===== config.mk =====
export PLATFORM = sky130hd
export DESIGN_NAME = alu_issue_ctrl
export DESIGN_NICKNAME = d
export VERILOG_FILES = /design/src/rtl/alu_pkg.sv /design/src/rtl/alu_serial_shifter.sv /design/src/rtl/alu_issue_ctrl.sv
export SDC_FILE = /design/constraint.sdc
export NUM_CORES = 1
export LEC_CHECK = 0
export BUFFER_PORTS_ARGS = -buffer_cell sky130_fd_sc_hd__buf_2
export CORE_MARGIN = 3
export CORE_UTILIZATION = 47
export DETAILED_ROUTE_END_ITERATION = 8
export GPL_TIMING_DRIVEN = 0
export PLACE_DENSITY = 0.84
export REMOVE_ABC_BUFFERS = 1
export SYNTH_ARGS = -nofsm -noshare
export SYNTH_HDL_FRONTEND = slang
export SYNTH_SLANG_ARGS = --single-unit

===== constraint.sdc =====
create_clock -name clk -period 1.9 [get_ports clk]
set_clock_uncertainty 0.15 [all_clocks]
set_input_delay 0 -clock clk [delete_from_list [all_inputs] [get_ports clk]]
set_output_delay 0 -clock clk [all_outputs]
set_load 0.02 [all_outputs]

===== src/rtl/alu_pkg.sv =====
`default_nettype none
// ============================================================================
//  Module      : alu_pkg
//  Description : Shared definitions for the multi-cycle ALU issue controller.
//                Holds the ALU operation codes, the decode-stage alu_op
//                encodings, the controller FSM state type, the internal
//                operation class and the request decode function.
//  Revision    : 1.0  initial release
// ============================================================================
package alu_pkg;

  // Operation codes understood by the combinational ALU
  localparam logic [3:0] ALU_AND = 4'b0000;
  localparam logic [3:0] ALU_OR  = 4'b0001;
  localparam logic [3:0] ALU_ADD = 4'b0010;
  localparam logic [3:0] ALU_SLL = 4'b0100;
  localparam logic [3:0] ALU_SUB = 4'b0110;
  localparam logic [3:0] ALU_EQ  = 4'b1000;
  localparam logic [3:0] ALU_XOR = 4'b1001;

  // alu_op encodings produced by the main decoder
  localparam logic [1:0] ALUOP_MEM    = 2'b00;
  localparam logic [1:0] ALUOP_BRANCH = 2'b01;
  localparam logic [1:0] ALUOP_RTYPE  = 2'b10;
  localparam logic [1:0] ALUOP_ITYPE  = 2'b11;

  typedef enum logic [1:0] {
    ST_IDLE  = 2'd0,
    ST_EXEC  = 2'd1,
    ST_SHIFT = 2'd2,
    ST_DONE  = 2'd3
  } state_t;

  typedef enum logic [2:0] {
    CLS_ALU      = 3'd0,
    CLS_SLT      = 3'd1,
    CLS_SLTU     = 3'd2,
    CLS_SHIFT_L  = 3'd3,
    CLS_SHIFT_RL = 3'd4,
    CLS_SHIFT_RA = 3'd5,
    CLS_ILLEGAL  = 3'd6
  } op_class_t;

  // is_bool: result is the 0/1 EQ flag rather than the raw ALU result.
  // invert : the 0/1 result is complemented (BNE/BGE/BGEU).
  typedef struct packed {
    op_class_t  cls;
    logic [3:0] alu_code;
    logic       invert;
    logic       is_bool;
  } dec_t;

  function automatic dec_t decode_op(input logic [1:0] alu_op,
                                     input logic [2:0] funct3,
                                     input logic       funct7_5);
    dec_t d;
    d.cls      = CLS_ALU;
    d.alu_code = ALU_ADD;
    d.invert   = 1'b0;
    d.is_bool  = 1'b0;
    case (alu_op)
      ALUOP_BRANCH: begin
        case (funct3)
          3'b000: begin d.alu_code = ALU_EQ; d.is_bool = 1'b1; end
          3'b001: begin d.alu_code = ALU_EQ; d.is_bool = 1'b1; d.invert = 1'b1; end
          3'b100: begin d.cls = CLS_SLT;  d.alu_code = ALU_SUB; end
          3'b101: begin d.cls = CLS_SLT;  d.alu_code = ALU_SUB; d.invert = 1'b1; end
          3'b110: begin d.cls = CLS_SLTU; d.alu_code = ALU_SUB; end
          3'b111: begin d.cls = CLS_SLTU; d.alu_code = ALU_SUB; d.invert = 1'b1; end
          default: d.cls = CLS_ILLEGAL;  // ALU still driven with ADD
        endcase
      end
      ALUOP_RTYPE, ALUOP_ITYPE: begin
        case (funct3)
          // funct7_5 selects SUB only for register-register ops; for
          // immediates bit 30 is part of the immediate value.
          3'b000: d.alu_code = (alu_op == ALUOP_RTYPE && funct7_5) ? ALU_SUB : ALU_ADD;
          3'b001: d.cls = CLS_SHIFT_L;
          3'b010: begin d.cls = CLS_SLT;  d.alu_code = ALU_SUB; end
          3'b011: begin d.cls = CLS_SLTU; d.alu_code = ALU_SUB; end
          3'b100: d.alu_code = ALU_XOR;
          3'b101: d.cls = funct7_5 ? CLS_SHIFT_RA : CLS_SHIFT_RL;
          3'b110: d.alu_code = ALU_OR;
          default: d.alu_code = ALU_AND;
        endcase
      end
      default: d.alu_code = ALU_ADD;  // load/store address generation
    endcase
    return d;
  endfunction

endpackage
`default_nettype wire


===== src/rtl/alu_serial_shifter.sv =====
`default_nettype none
// ============================================================================
//  Module      : alu_serial_shifter
//  Description : One-bit-per-cycle shifter. On load the accumulator takes
//                src and the counter takes shamt; each step cycle with a
//                non-zero counter shifts by one and decrements. done is high
//                whenever the counter is zero.
//  Ports       : clk, rst_n       - clock, async active-low reset
//                load             - capture src/shamt/direction controls
//                step             - advance one bit position
//                src, shamt       - initial accumulator and shift count
//                shift_left       - 1: SLL, 0: right shift
//                shift_arith      - right shifts replicate the MSB
//                acc, done        - accumulator value, counter-empty flag
//  Revision    : 1.0  initial release
// ============================================================================
module alu_serial_shifter #(
  parameter int DATA_WIDTH  = 32,
  parameter int SHAMT_WIDTH = 5
) (
  input  logic                   clk,
  input  logic                   rst_n,
  input  logic                   load,
  input  logic                   step,
  input  logic [DATA_WIDTH-1:0]  src,
  input  logic [SHAMT_WIDTH-1:0] shamt,
  input  logic                   shift_left,
  input  logic                   shift_arith,
  output logic [DATA_WIDTH-1:0]  acc,
  output logic                   done
);

  logic [SHAMT_WIDTH-1:0] cnt;
  logic                   left_q;
  logic                   arith_q;
  logic                   fill_bit;

  assign done     = (cnt == '0);
  assign fill_bit = arith_q & acc[DATA_WIDTH-1];

  always_ff @(posedge clk or negedge rst_n) begin
    if (!rst_n) begin
      acc     <= '0;
      cnt     <= '0;
      left_q  <= 1'b0;
      arith_q <= 1'b0;
    end else if (load) begin
      acc     <= src;
      cnt     <= shamt;
      left_q  <= shift_left;
      arith_q <= shift_arith;
    end else if (step && !done) begin
      cnt <= cnt - 1'b1;
      if (left_q)
        acc <= {acc[DATA_WIDTH-2:0], 1'b0};
      else
        acc <= {fill_bit, acc[DATA_WIDTH-1:1]};
    end
  end

endmodule
`default_nettype wire


===== src/rtl/alu_issue_ctrl.sv =====
`default_nettype none
// ============================================================================
//  Module      : alu_issue_ctrl
//  Description : Multi-cycle ALU issue controller. Accepts a decoded request
//                over valid/ready, drives the external combinational ALU for
//                one cycle (or runs the serial shifter), post-processes
//                compares and returns a registered result over valid/ready.
//  Ports       : clk, rst_n                  - clock, async active-low reset
//                in_valid/in_ready           - request handshake
//                alu_op, funct3, funct7_5    - decoded instruction fields
//                src_a, src_b                - operands
//                alu_srca/alu_srcb/alu_operation - to ALU (held outside EXEC)
//                alu_result                  - from ALU
//                out_valid/out_ready         - result handshake
//                result, illegal             - registered response
//  Revision    : 1.0  initial release
// ============================================================================
module alu_issue_ctrl
  import alu_pkg::*;
#(
  parameter int DATA_WIDTH    = 32,
  parameter int OPCODE_LENGTH = 4,
  parameter int SHAMT_WIDTH   = 5
) (
  input  logic                     clk,
  input  logic                     rst_n,
  input  logic                     in_valid,
  output logic                     in_ready,
  input  logic [1:0]               alu_op,
  input  logic [2:0]               funct3,
  input  logic                     funct7_5,
  input  logic [DATA_WIDTH-1:0]    src_a,
  input  logic [DATA_WIDTH-1:0]    src_b,
  output logic [DATA_WIDTH-1:0]    alu_srca,
  output logic [DATA_WIDTH-1:0]    alu_srcb,
  output logic [OPCODE_LENGTH-1:0] alu_operation,
  input  logic [DATA_WIDTH-1:0]    alu_result,
  output logic                     out_valid,
  input  logic                     out_ready,
  output logic [DATA_WIDTH-1:0]    result,
  output logic                     illegal
);

  state_t    state;
  state_t    state_next;
  dec_t      dec_in;
  op_class_t cls_q;
  logic      invert_q;
  logic      is_bool_q;

  logic accept;
  logic is_shift_in;
  logic exec_capture;
  logic shift_step;
  logic shift_capture;
  logic shift_done;

  logic [DATA_WIDTH-1:0] shift_acc;
  logic [DATA_WIDTH-1:0] exec_value;
  logic sign_diff;
  logic slt_bit;
  logic sltu_bit;
  logic eq_bit;

  assign dec_in      = decode_op(alu_op, funct3, funct7_5);
  assign accept      = in_valid && in_ready;
  assign is_shift_in = (dec_in.cls == CLS_SHIFT_L)  ||
                       (dec_in.cls == CLS_SHIFT_RL) ||
                       (dec_in.cls == CLS_SHIFT_RA);

  // --------------------------------------------------------------------------
  // FSM
  // --------------------------------------------------------------------------
  always_ff @(posedge clk or negedge rst_n) begin
    if (!rst_n)
      state <= ST_IDLE;
    else
      state <= state_next;
  end

  always_comb begin
    state_next    = state;
    in_ready      = 1'b0;
    out_valid     = 1'b0;
    exec_capture  = 1'b0;
    shift_step    = 1'b0;
    shift_capture = 1'b0;
    case (state)
      ST_IDLE: begin
        in_ready = 1'b1;
        if (in_valid)
          state_next = is_shift_in ? ST_SHIFT : ST_EXEC;
      end
      ST_EXEC: begin
        exec_capture = 1'b1;
        state_next   = ST_DONE;
      end
      ST_SHIFT: begin
        if (shift_done) begin
          shift_capture = 1'b1;
          state_next    = ST_DONE;
        end else begin
          shift_step = 1'b1;
        end
      end
      ST_DONE: begin
        out_valid = 1'b1;
        if (out_ready)
          state_next = ST_IDLE;
      end
      default: state_next = ST_IDLE;
    endcase
  end

  // --------------------------------------------------------------------------
  // Compare post-processing on the ALU result. The registered ALU operands
  // are the compare operands; on a sign mismatch the SUB result may have
  // overflowed, so the answer comes straight from the operand sign bits.
  // --------------------------------------------------------------------------
  assign sign_diff = alu_srca[DATA_WIDTH-1] ^ alu_srcb[DATA_WIDTH-1];
  assign slt_bit   = sign_diff ? alu_srca[DATA_WIDTH-1] : alu_result[DATA_WIDTH-1];
  assign sltu_bit  = sign_diff ? alu_srcb[DATA_WIDTH-1] : alu_result[DATA_WIDTH-1];
  assign eq_bit    = |alu_result;

  always_comb begin
    exec_value = '0;
    case (cls_q)
      CLS_ALU: begin
        if (is_bool_q)
          exec_value = {{(DATA_WIDTH-1){1'b0}}, eq_bit ^ invert_q};
        else
          exec_value = alu_result;
      end
      CLS_SLT:  exec_value = {{(DATA_WIDTH-1){1'b0}}, slt_bit ^ invert_q};
      CLS_SLTU: exec_value = {{(DATA_WIDTH-1){1'b0}}, sltu_bit ^ invert_q};
      default:  exec_value = '0;
    endcase
  end

  // --------------------------------------------------------------------------
  // Datapath registers. The ALU drive registers double as the operand
  // registers: they are loaded on accept of any non-shift op, so they show
  // the issued values during EXEC and hold them afterwards. Shift requests
  // leave them untouched because shifts never use the ALU.
  // --------------------------------------------------------------------------
  always_ff @(posedge clk or negedge rst_n) begin
    if (!rst_n) begin
      alu_srca      <= '0;
      alu_srcb      <= '0;
      alu_operation <= OPCODE_LENGTH'(ALU_ADD);
      cls_q         <= CLS_ALU;
      invert_q      <= 1'b0;
      is_bool_q     <= 1'b0;
      result        <= '0;
      illegal       <= 1'b0;
    end else begin
      if (accept) begin
        cls_q     <= dec_in.cls;
        invert_q  <= dec_in.invert;
        is_bool_q <= dec_in.is_bool;
        if (!is_shift_in) begin
          alu_srca      <= src_a;
          alu_srcb      <= src_b;
          alu_operation <= OPCODE_LENGTH'(dec_in.alu_code);
        end
      end
      if (exec_capture) begin
        result  <= exec_value;
        illegal <= (cls_q == CLS_ILLEGAL);
      end
      if (shift_capture) begin
        result  <= shift_acc;
        illegal <= 1'b0;
      end
    end
  end

  alu_serial_shifter #(
    .DATA_WIDTH  (DATA_WIDTH),
    .SHAMT_WIDTH (SHAMT_WIDTH)
  ) u_shifter (
    .clk         (clk),
    .rst_n       (rst_n),
    .load        (accept && is_shift_in),
    .step        (shift_step),
    .src         (src_a),
    .shamt       (src_b[SHAMT_WIDTH-1:0]),
    .shift_left  (dec_in.cls == CLS_SHIFT_L),
    .shift_arith (dec_in.cls == CLS_SHIFT_RA),
    .acc         (shift_acc),
    .done        (shift_done)
  );

endmodule
`default_nettype wire

==> reports/qor.csv <==
metric;value;unit
dp_hpwl;12.5;mm
p_total;17.4;mW
power.net_switching;7.26;mW
maxCapViolations;0;
arrival;2300;ps
coreArea;14200;µm²
synth_warnings;0;
place_area;8180;µm²
slew_violations;0;
die-width;128;µm
status;complete, but fails checks;
first_iter_violations;722;
place_ws;-669;ps
cts_max_level;4;
grt_pass1_vias;7051;
post_drt_via_cell_ratio;5.80;
clk_pin_slew_worst_paths;70;ps
rsz0062_at_grt;yes;
reg2regPathDepth;8;
setup_viol;65;
fin_crit_sh;113;%
grt_max_degree;82;
regToRegEndpoint;u_shifter.cnt[3];
num_vias;6906;
power.clock.fraction;19.6;%
wl_per_cell;20.9;µm
clkSinkCount;147;
yosys.cell_types.count;49;
first_pass_iters;5;
synth_area_per_cell;10.5;µm²
die-area;16400;µm²
worst_slack;-247;ps
crit-reg2reg-launch;u_shifter.cnt[0];
hp-class;input port to async pin;
stdcell_area;10600;µm²
period_minus_slack;2150;ps
violations;negative setup slack;
grt_use_total;29.3;%
grt_pass1_wl;37.0;mm
cts_max_path_buffers;2;
wirelength;24.9;mm
gr-total-overflow;0;
ir_drop;1.28;mV
netlist_area;7000;µm²
ys_seq_area_share;52.5;%
crit_path_end_kind;register;
syn_inst;664;
holdWs;50.3;ps
antenna_found_initial;0;
yosys.area.top_type;dfrtp_1;
gp_congestion;0.819;
hold_viol;0;
synth_ff_type;dfrtp_1;
p_leak;4.89;nW
drive_gt1_share;39.7;%
fin_nets;1109;
tightest_slew;744;ps
worst-setup-path-type;register to register;
yosysTopAreaCellShare;52.2;%
die_y;128;µm
p_per_area;1640;nW/µm²
setup_tns;-4540;ps
r2r_slack;-250;ps
swShare;41.7;%
ant_nets;0;
insertion_delay;430;ps
portBuffers;208;
synth.ff_latch_count;147;
pin_count;209;
crit_path_end;u_shifter.cnt[3];
cts_buffers;17;
cts-root-buf;clkbuf_16;
start_kind;register;
synth_edf_count;0;
comb_power_share;48.4;%
area_growth;51.2;%
max_freq;466;MHz
drc_errors;0;
path_max_fanout;9;
synth_async_sr_flop_share;100;%
p_int;10.2;mW
power_frac_seq;32.0;%
tritoncts;built;
num_rows;43;
initial_core_util;49.3;%
cp.required;2050;ps
ys_top_cells_by_area;dfrtp_1, mux2_2, a21oi_1, mux2i_1, nor2_1;
worstSetupStartpoint;u_shifter.cnt[0];
slew_headroom;50.4;%
[sequential cells by signal, summed over array words and instances (netlist names)]
signal,count
state,2
invert_q,1
alu_srca,32
cls_q,3
u_shifter.cnt,5
is_bool_q,1
alu_operation,4
illegal,1
u_shifter.left_q,1
u_shifter.arith_q,1
result,32
alu_srcb,32
u_shifter.acc,32
[what timing repair did]
| item | in CTS | in global routing |
|---|---|---|
| hold buffers | 109 | 0 |
| gates cloned | 8 | 3 |
| gates resized for setup | 25 | 55 |
| setup endpoints to repair | 139 | 139 |
| buffers inserted | 14 | 14 |
| pin swaps | 12 | 17 |
| hold endpoints to repair | 226 | 0 |
[kinds of logic (layout without fill, tap and decap cells)]
logic type                 count (synthesis)  in the layout  share of synthesized area (%)
AOI/OAI and AO/OA                        162            162                           13.2
xor gates and xnor gates                   5              5                          0.625
adders and majority gates                  6              6                           1.07
buffers and inverters                     56            397                           4.38
DFF                                      147            147                           52.5
muxes                                     96             96                           14.9
other                                      0              1                              0
and+or+nand+nor                          192            197                           13.3
[through the flow]
step	instances	utilization (%)
final	1191	74.6
after global routing	1190	74.5
after CTS	1175	72.1
after detailed placement	1012	57.6
after global placement	1005	56.3
after floorplan	617	-
[cell usage in the layout (no fill, tap or decap), types with 3 or more instances in the layout]
master	Yosys	final
inv_2	0	4
a21oi_2	0	11
o21ai_0	32	18
nor4_1	8	7
dlygate4sd3_1	0	109
mux2_2	66	66
clkbuf_16	0	20
nor2_2	1	8
buf_4	7	16
ha_4	0	4
buf_2	20	207
mux2i_1	30	30
nand3_1	5	3
clkinvlp_4	0	5
buf_8	0	3
buf_6	6	3
dfrtp_1	146	145
nor2_1	73	61
a31oi_1	34	34
buf_16	0	4
o21ai_1	12	25
a21oi_1	68	57
buf_12	0	11
nor2b_1	33	32
inv_6	0	5
nor2_4	0	6
nand4_1	4	4
nand2_1	51	48
nand2b_4	0	3
nand2b_1	4	3
xnor2_1	3	3
inv_1	9	5
[Yosys cell counts (2+ instances only)]
| cell type | instances |
|---|---|
| nor4_2 | 2 |
| a21oi_1 | 68 |
| ha_1 | 6 |
| a21o_1 | 2 |
| buf_2 | 20 |
| o21ai_0 | 32 |
| or3_1 | 2 |
| nand3_1 | 5 |
| nor4_1 | 8 |
| dfrtp_1 | 146 |
| mux2_2 | 66 |
| xnor2_1 | 3 |
| buf_6 | 6 |
| nand4_1 | 4 |
| o21ai_1 | 12 |
| nor3_1 | 2 |
| clkbuf_1 | 12 |
| a32oi_1 | 2 |
| mux2i_1 | 30 |
| nor2b_1 | 33 |
| nor2_1 | 73 |
| nand2_1 | 51 |
| inv_1 | 9 |
| xor2_1 | 2 |
| a31oi_1 | 34 |
| buf_4 | 7 |
| buf_1 | 2 |
| nand2b_1 | 4 |
[worst max-delay path: stages (launching register included)]
cell,delay (ps)
dfrtp_1,420
inv_2,90
ha_4,140
nor4b_4,350
nand2b_4,320
buf_12,160
nor4_2,50
xnor2_1,230
a21oi_1,110
[metal layers]
metal / GRT usage (%) / wire length (µm) / vias to the layer above / part of all wire, %
met2: 50.9 / 12800 / 403 / 51
met4: 15.0 / 1040 / 0 / 4.2
met5: 0 / 0 / - / 0
met1: 33.3 / 9180 / 3394 / 37
li1: - / - / 3025 / -
met3: 7.33 / 1870 / 84 / 7.5
[power groups by stage]
stage / combinational [mW] / clock (mW) / sequential [mW]
after floorplan: 3.07 / 0 / 6.59
after detailed placement: 6.61 / 0 / 5.46
final: 8.43 / 3.42 / 5.57
after global placement: 5.99 / 0 / 5.25
after global routing: 8.93 / 3.59 / 5.71
after CTS: 7.71 / 3.42 / 5.42
[how the worst min path moves through the flow]
stage | startpoint | to
final | rst_n | alu_srca[15]
after global routing | funct3[0] | u_shifter.cnt[0]
after CTS | funct3[0] | u_shifter.cnt[3]
after detailed placement | rst_n | alu_srca[14]
after global placement | src_a[13] | u_shifter.acc[13]
after floorplan | rst_n | alu_operation[0]
[layout make-up]
class | count | area, µm²
diodes | 1 | 2.50
clock buffers | 18 | 439
repair buffers | 356 | 2730
fillers | 866 | 3610
clock inverters | 14 | 151
inverters | 9 | 33.8
flip-flops and latches | 147 | 3680
multi-input cells | 466 | 3320
well taps | 180 | 225
(Power assumes the default switching activity.)
